[config.mk]
export PLATFORM = sky130hd
export DESIGN_NAME = logic_gate_pipe
export DESIGN_NICKNAME = d
export VERILOG_FILES = /design/src/rtl/logic_gate_pkg.sv /design/src/rtl/bit_popcount.sv /design/src/rtl/logic_gate_pipe.sv
export SDC_FILE = /design/constraint.sdc
export NUM_CORES = 1
export LEC_CHECK = 0
export BUFFER_PORTS_ARGS = -buffer_cell sky130_fd_sc_hd__buf_2
export CAP_MARGIN = 20
export CORE_MARGIN = 3
export CORE_UTILIZATION = 55
export DETAILED_ROUTE_END_ITERATION = 12
export PLACE_DENSITY = 0.79
export SYNTH_ARGS = -nofsm -noshare
export SYNTH_HDL_FRONTEND = slang
export SYNTH_SLANG_ARGS = --single-unit
[constraint.sdc]
create_clock -name clk -period 5.1 [get_ports clk]
set_input_delay 0.255 -clock clk [delete_from_list [all_inputs] [get_ports clk]]
set_output_delay 0.255 -clock clk [all_outputs]
set_load 0.02 [all_outputs]
[src/rtl/logic_gate_pkg.sv]
`default_nettype none
// +----------------------------------------------------------------------------+
// | logic_gate_pkg                                                              |
// | Shared op codes for the logic_gate_pipe two-operand logic unit.             |
// | Rev 1.0 - initial release                                                   |
// +----------------------------------------------------------------------------+
package logic_gate_pkg;

    localparam int OP_W = 3;

    localparam logic [OP_W-1:0] OP_AND  = 3'd0;
    localparam logic [OP_W-1:0] OP_OR   = 3'd1;
    localparam logic [OP_W-1:0] OP_XOR  = 3'd2;
    localparam logic [OP_W-1:0] OP_XNOR = 3'd3;
    localparam logic [OP_W-1:0] OP_NAND = 3'd4;
    localparam logic [OP_W-1:0] OP_NOR  = 3'd5;
    localparam logic [OP_W-1:0] OP_NOTA = 3'd6;
    localparam logic [OP_W-1:0] OP_BUFA = 3'd7;

endpackage
`default_nettype wire

[src/rtl/bit_popcount.sv]
`default_nettype none
// +----------------------------------------------------------------------------+
// | bit_popcount                                                                |
// | Combinational count of set bits in a WIDTH-bit vector.                      |
// | Rev 1.0 - initial release                                                   |
// +----------------------------------------------------------------------------+
module bit_popcount #(
    parameter int WIDTH = 8
) (
    input  logic [WIDTH-1:0]           i_vec,
    output logic [$clog2(WIDTH+1)-1:0] o_count
);

    localparam int c_cnt_w = $clog2(WIDTH + 1);

    always_comb begin
        o_count = '0;
        for (int i = 0; i < WIDTH; i++) begin
            o_count = o_count + c_cnt_w'(i_vec[i]);
        end
    end

endmodule
`default_nettype wire

[src/rtl/logic_gate_pipe.sv]
`default_nettype none
// +----------------------------------------------------------------------------+
// | logic_gate_pipe                                                             |
// | Two-stage valid/ready logic unit with XNOR match summary and counters.      |
// | Rev 1.0 - initial release                                                   |
// +----------------------------------------------------------------------------+
module logic_gate_pipe
    import logic_gate_pkg::*;
#(
    parameter int WIDTH = 8,
    parameter int CNT_W = 16
) (
    input  logic                       clk,
    input  logic                       rst,
    input  logic                       in_valid,
    output logic                       in_ready,
    input  logic [WIDTH-1:0]           in_a,
    input  logic [WIDTH-1:0]           in_b,
    input  logic [OP_W-1:0]            in_op,
    output logic                       out_valid,
    input  logic                       out_ready,
    output logic [WIDTH-1:0]           out_y,
    output logic [$clog2(WIDTH+1)-1:0] out_ones,
    output logic                       out_eq,
    input  logic                       clr_cnt,
    output logic [CNT_W-1:0]           err_cnt,
    output logic [CNT_W-1:0]           beat_cnt
);

    localparam int                c_ones_w    = $clog2(WIDTH + 1);
    localparam logic [c_ones_w-1:0] c_all_match = c_ones_w'(WIDTH);

    logic                r_s1_valid;
    logic [WIDTH-1:0]    r_s1_y;
    logic [WIDTH-1:0]    r_s1_xnor;
    logic                r_s2_valid;
    logic [WIDTH-1:0]    r_s2_y;
    logic [c_ones_w-1:0] r_s2_ones;
    logic                r_s2_eq;
    logic [CNT_W-1:0]    r_err_cnt;
    logic [CNT_W-1:0]    r_beat_cnt;

    logic                w_s1_load;
    logic                w_s2_load;
    logic                w_deliver;
    logic [WIDTH-1:0]    w_op_y;
    logic [c_ones_w-1:0] w_ones;

    assign w_s2_load = !r_s2_valid || out_ready;
    assign w_s1_load = !r_s1_valid || w_s2_load;
    assign w_deliver = r_s2_valid && out_ready;

    always_comb begin
        w_op_y = in_a;
        case (in_op)
            OP_AND:  w_op_y = in_a & in_b;
            OP_OR:   w_op_y = in_a | in_b;
            OP_XOR:  w_op_y = in_a ^ in_b;
            OP_XNOR: w_op_y = ~(in_a ^ in_b);
            OP_NAND: w_op_y = ~(in_a & in_b);
            OP_NOR:  w_op_y = ~(in_a | in_b);
            OP_NOTA: w_op_y = ~in_a;
            OP_BUFA: w_op_y = in_a;
            default: w_op_y = in_a;
        endcase
    end

    // Data registers load only on a real beat, so an undriven in_op while idle never reaches S1.
    always_ff @(posedge clk or posedge rst) begin
        if (rst) begin
            r_s1_valid <= 1'b0;
            r_s1_y     <= '0;
            r_s1_xnor  <= '0;
        end else if (w_s1_load) begin
            r_s1_valid <= in_valid;
            if (in_valid) begin
                r_s1_y    <= w_op_y;
                r_s1_xnor <= ~(in_a ^ in_b);
            end
        end
    end

    bit_popcount #(
        .WIDTH (WIDTH)
    ) u_popcount (
        .i_vec   (r_s1_xnor),
        .o_count (w_ones)
    );

    always_ff @(posedge clk or posedge rst) begin
        if (rst) begin
            r_s2_valid <= 1'b0;
            r_s2_y     <= '0;
            r_s2_ones  <= '0;
            r_s2_eq    <= 1'b0;
        end else if (w_s2_load) begin
            r_s2_valid <= r_s1_valid;
            if (r_s1_valid) begin
                r_s2_y    <= r_s1_y;
                r_s2_ones <= w_ones;
                r_s2_eq   <= (w_ones == c_all_match);
            end
        end
    end

    // Clear wins over a same-cycle delivery; both counters stick at all-ones.
    always_ff @(posedge clk or posedge rst) begin
        if (rst) begin
            r_err_cnt  <= '0;
            r_beat_cnt <= '0;
        end else if (clr_cnt) begin
            r_err_cnt  <= '0;
            r_beat_cnt <= '0;
        end else if (w_deliver) begin
            if (!(&r_beat_cnt)) begin
                r_beat_cnt <= r_beat_cnt + CNT_W'(1);
            end
            if (!r_s2_eq && !(&r_err_cnt)) begin
                r_err_cnt <= r_err_cnt + CNT_W'(1);
            end
        end
    end

    assign in_ready  = w_s1_load;
    assign out_valid = r_s2_valid;
    assign out_y     = r_s2_y;
    assign out_ones  = r_s2_ones;
    assign out_eq    = r_s2_eq;
    assign err_cnt   = r_err_cnt;
    assign beat_cnt  = r_beat_cnt;

endmodule
`default_nettype wire

Word-level counts from Yosys, hierarchy flattened
Cells that the tools add are included.
{ "totals": {"out_inout_bits": 47, "reg_bits": 63, "inputBits": 24, "wordCells": 58} }
{ "classes": {"muxes": 7, "bitwise_logic": 7, "n_eq_ne": 9, "reduce_logical": 17, "addsub": 9} }
{ "ops": {"columns": ["op", "n"], "rows": [
  ["$mux 16", 6],
  ["$pmux 8 s8", 1],
  ["$add 16x1->16 const B", 2],
  ["$not 8->8", 4],
  ["$reduce_and 16->1", 2],
  ["$add 4x1->4", 6],
  ["$eq 3x3->1 const B", 4],
  ["$and 8x8->8", 1],
  ["$or 8x8->8", 1],
  ["$reduce_and 2->1", 4],
  ["$xor 8x8->8", 1],
  ["$eq 3x2->1 const B", 2],
  ["$eq 4x4->1 const B", 1],
  ["$logic_not 1->1", 4],
  ["$reduce_bool 2->1", 2],
  ["$eq 3x1->1 const B", 1],
  ["$logic_not 3->1", 1],
  ["$add 1x1->2", 1],
  ["$logic_and 1x1->1", 2],
  ["$logic_or 1x1->1", 2],
  ["$ne 2x2->1 const B", 1]
]} }

Logic depth before layout (Yosys ltp)
{ "logic_depth": {"ltp_word": 8, "ltp_mapped": 10, "mapped_depth_nobuf": 10} }

By module
From an unflattened synthesis, not the netlist that was laid out.
{ "hier_totals": {"hier_cells": 408, "area_unflattened_um2": 3777.4} }
{ "by_module_without_submodules": {"columns": ["mod", "area_per_inst_um2", "seq_area_each_um2", "cells_per_inst", "instances"], "rows": [
  ["logic_gate_pipe", 3587.2, 1576.5, 384, 1],
  ["bit_popcount", 190.2, 0.0, 24, 1]
]} }

Worst setup path before layout
No wires, ideal clock.
{ "synth_timing": {"path_type": "register to register", "startpoint": "register r_s1_xnor[0]", "endpoint": "register r_s2_ones[1], in the netlist out_ones[1]", "t_required_ns": 4.975, "path_stages_with_launch": 9, "path_buffers": 0, "synth_period_minus_slack_ns": 2.849, "t_arrival_ns": 2.724, "setup_time_ns": 0.125, "path_slack_ns": 2.251, "cell_sequence": "dfrtp_1 -> ha_1 -> inv_1 -> fa_1 -> fa_1 -> inv_1 -> fa_1 -> fa_1 -> mux2_2"} }
{ "synth_via": {"elab_chain_len": 7} }
{ "synth_lines": {"columns": ["item", "line_no", "text"], "rows": [
  ["from (decl)", "logic_gate_pipe.sv:35", "logic [WIDTH-1:0] r_s1_xnor;"],
  ["from (signal assigned)", "logic_gate_pipe.sv:78", "r_s1_xnor <= ~(in_a ^ in_b);"],
  ["$add 1x1->2", "bit_popcount.sv:19", "o_count = o_count + c_cnt_w'(i_vec[i]);"],
  ["$add 4x1->4 (6 in series)", "bit_popcount.sv:19", null],
  ["via u_popcount.o_count[1]", "bit_popcount.sv:11", "output logic [$clog2(WIDTH+1)-1:0] o_count"],
  ["to (signal assigned)", "logic_gate_pipe.sv:100", "r_s2_ones <= w_ones;"],
  ["to (decl)", "logic_gate_pipe.sv:38", "logic [c_ones_w-1:0] r_s2_ones;"]
]} }
The timed path passes the listed nets, and every way through them passes these cells.
A chain may end at the register's enable or synchronous reset.

Worst setup path in the final report
{ "layout_timing": {"startpoint": "register r_s1_xnor[0]", "endpoint": "register r_s2_eq, in the netlist out_eq"} }
{ "layout_via": {"elab_chain_len": 8} }
{ "layout_lines": {"columns": ["item", "line_no", "text"], "rows": [
  ["$add 1x1->2", "bit_popcount.sv:19", null],
  ["$add 4x1->4 (6 in series)", "bit_popcount.sv:19", null],
  ["via u_popcount.o_count[1]", "bit_popcount.sv:11", null],
  ["$eq 4x4->1", "logic_gate_pipe.sv:101", "r_s2_eq <= (w_ones == c_all_match);"],
  ["to (signal assigned)", "logic_gate_pipe.sv:101", null],
  ["to (decl)", "logic_gate_pipe.sv:39", "logic r_s2_eq;"]
]} }
The timed path passes the listed nets, and every way through them passes these cells.

==> run metrics <==
VDD IR-drop max 0.0001582 V; largest family of logic cells by synthesized area simple AND/OR/NAND/NOR gates; Clock Skews 0.004559 ns; asr flop ratio synth 1.000; #FFs+latches synth 63; grt ovf 0; Clock Tree Buf Depth 2; row cnt 29; Critical Path RT 5.36 ns; slowest library cell on the worst path fa_1; Layout Cells excl Fill 547; Post-Place Cell Area 4141 um2; Area Growth Syn to Fin 15.13%; relative slew slack 0.3592; multiplexer share of the synthesized area 0.03510; Yosys top cell by area dfrtp_1; Multi-input gate area 1998 um2; Syn Inst Count 403; Worst-Skew Late Latency 0.34 ns; final instance area 4350 um2; H-tree levels 3; DR DRC count 0; Final TNS setup 0 ns; Post-Synth XOR/XNOR Area 0.06258; fmax 331.5 MHz; Global Route Usage Sum 0.2240; simple-gate share of the synthesized area 0.1874; Setup crit end kind register; WL/cell 15.15 um; ANT cells 0; most frequent cells after synthesis dfrtp_1, o21ai_0, nand2_1; # nets final 514; Vias/cell 5.876; clk sinks 63; post-synthesis compound-gate area fraction 0.1530; first-pass GRT wire length 13.79 mm; worst-path fanout max 2; Die H 88.89 um; critical path class register to register; die area 7901 um2; # setup viols final 0; I/O pins 71; YS warnings 0; Syn Std Cell Area 3779 um2; Final Max Tran Viols 0; share of the synthesized area in the top cell type 0.4172; Post-Place Cells 531; Initial Util 0.5818; Total Power 1.392 mW; sequential fraction of the synthesis area 0.4172; most used cell along the critical path fa_1; Cell variety after synth 48; Hold Crit Class primary input to async pin; number of global-route vias before repair 3036; Final Hold Viols 0; register area 1577 um2; fill cell count 519; total CTS buffers 9; DRT Pass-1 Iters 4; Leak Pwr 2.073 nW; count leader, synth dfrtp_1; arrival time at the worst endpoint 3.27 ns; CP Launch Type register; share of cells above drive strength 1 0.2277; port bufs 70; via count 3214; delay-heaviest family, CP adder cells; min Tclk post-route 3.016 ns; Placeable Area 6495 um2; clk slew on worst S/H paths 0.07 ns; Detailed Route WL 8.285 mm; Slew @ Worst Pin 0.9533 ns; die width 88.89 um; crit-path cells ha_1, inv_1, fa_1, fa_1, inv_1, fa_1, fa_1, nor2_1, nand4_1, o21ai_0; Post-synth EDFFs 0; DP Wirelength 5.882 mm; Post-CTS Hold Fix Bufs 0; post_cts resized 0; RSZ-0062 raised after global routing no; adder-cell share of the synthesized area 0.09073; fin crit share 0.5915; outcome finished, final reports clean; Main synth FF type dfrtp_1; max incr delay on CP 0.49 ns; 1st-iter DRT viols 124; CTS Root Buffer Type clkbuf_8; top cells by area, synth dfrtp_1, ha_1, o21ai_0; Pwr per Cell Area 320.0 nW/um2; Post-CTS Setup Bufs 0; r2r setup slk 2.08 ns; antenna-violating nets left 0; pin count of the biggest net entering global routing 64; synthesized net count 452; CTS tree done; Syn Area/Cell 9.376 um2; Max Cap Viol 0; RD Place Congestion 0.8652; buffers and inverters on the worst path 2; initial antenna violation count 0
stage by stage:
| stage | util | setup slack (ns) | hold WS, ns |
|---|---|---|---|
| 3_5_place_dp | 0.6376 | 2.096 | 0.4702 |
| 3_3_place_gp | 0.6376 | 2.184 | 0.4646 |
| 4_1_cts | 0.6698 | 2.087 | 0.1094 |
| 6_report | 0.6698 | 2.084 | 0.1258 |
| 2_1_floorplan | - | 2.251 | 0.3623 |
| 5_1_grt | 0.6698 | 1.893 | 0.1270 |
cell usage in the layout, fill, tap and decap left out, drive strengths merged, types with 7 or more instances in the layout:
cell type / count
buf: 71
dfrtp: 63
o21ai: 49
nand2: 35
inv: 30
nor2: 22
ha: 21
xnor2: 20
nand3: 14
nand4: 14
nor3: 14
a21oi: 13
clkbuf: 13
a221oi: 12
mux2: 10
o22ai: 8
xor2: 7
and4: 7
layer usage:
| metal | vias up | global-route usage | wire length, um |
|---|---|---|---|
| li1 | 1564 | - | - |
| met1 | 1542 | 0.2825 | 3617 |
| met2 | 96 | 0.3664 | 4061 |
| met3 | 12 | 0.05028 | 456 |
| met4 | 0 | 0.1016 | 149 |
| met5 | - | 0 | 0 |
path summary, 6_finish.rpt:
path                              start           to  cells past startpoint
min in group clk               in_valid   r_s1_valid                      2
hold / removal                      rst  err_cnt[15]                      3
setup / recovery           r_s1_xnor[0]       out_eq                     10
hold reg to reg               r_s1_y[0]    r_s1_y[0]                      2
setup reg to reg           r_s1_xnor[0]       out_eq                     10
max in group asynchronous           rst     out_y[6]                      3
report_power, final:
group          internal, mW  switching, mW
combinational         0.142          0.204
sequential            0.557         0.0365
clock                 0.264          0.188
worst register-to-register path, cell delays in order, from the launching register on:
cell and delay (ns):
dfrtp_1 0.39, ha_1 0.29, inv_1 0.07, fa_1 0.42, fa_1 0.49, inv_1 0.05
fa_1 0.39, fa_1 0.47, nor2_1 0.10, nand4_1 0.10, o21ai_0 0.16
sequential cells by signal (all words and copies together) (netlist names):
signal / count
beat_cnt: 16
err_cnt: 16
out_y: 8
r_s1_xnor: 8
r_s1_y: 8
out_ones: 4
out_eq: 1
out_valid: 1
r_s1_valid: 1
layout make-up:
cell class	instances	share of cell area
clock buffer	13	0.03883
clock inverter	3	0.009203
inverter	30	0.02588
multi-input combinational	290	0.4593
sequential	63	0.3624
tap	77	0.02215
timing repair buffer	71	0.08225
cell families after synthesis:
logic type	Yosys count
multiplexers	12
AO/OA/AOI/OAI	94
AND/OR/NAND/NOR	132
XOR/XNOR	27
flip-flops	63
buffers and inverters	50
adder cells (fa/ha/maj)	25
Power figures use the tool's default switching activity.
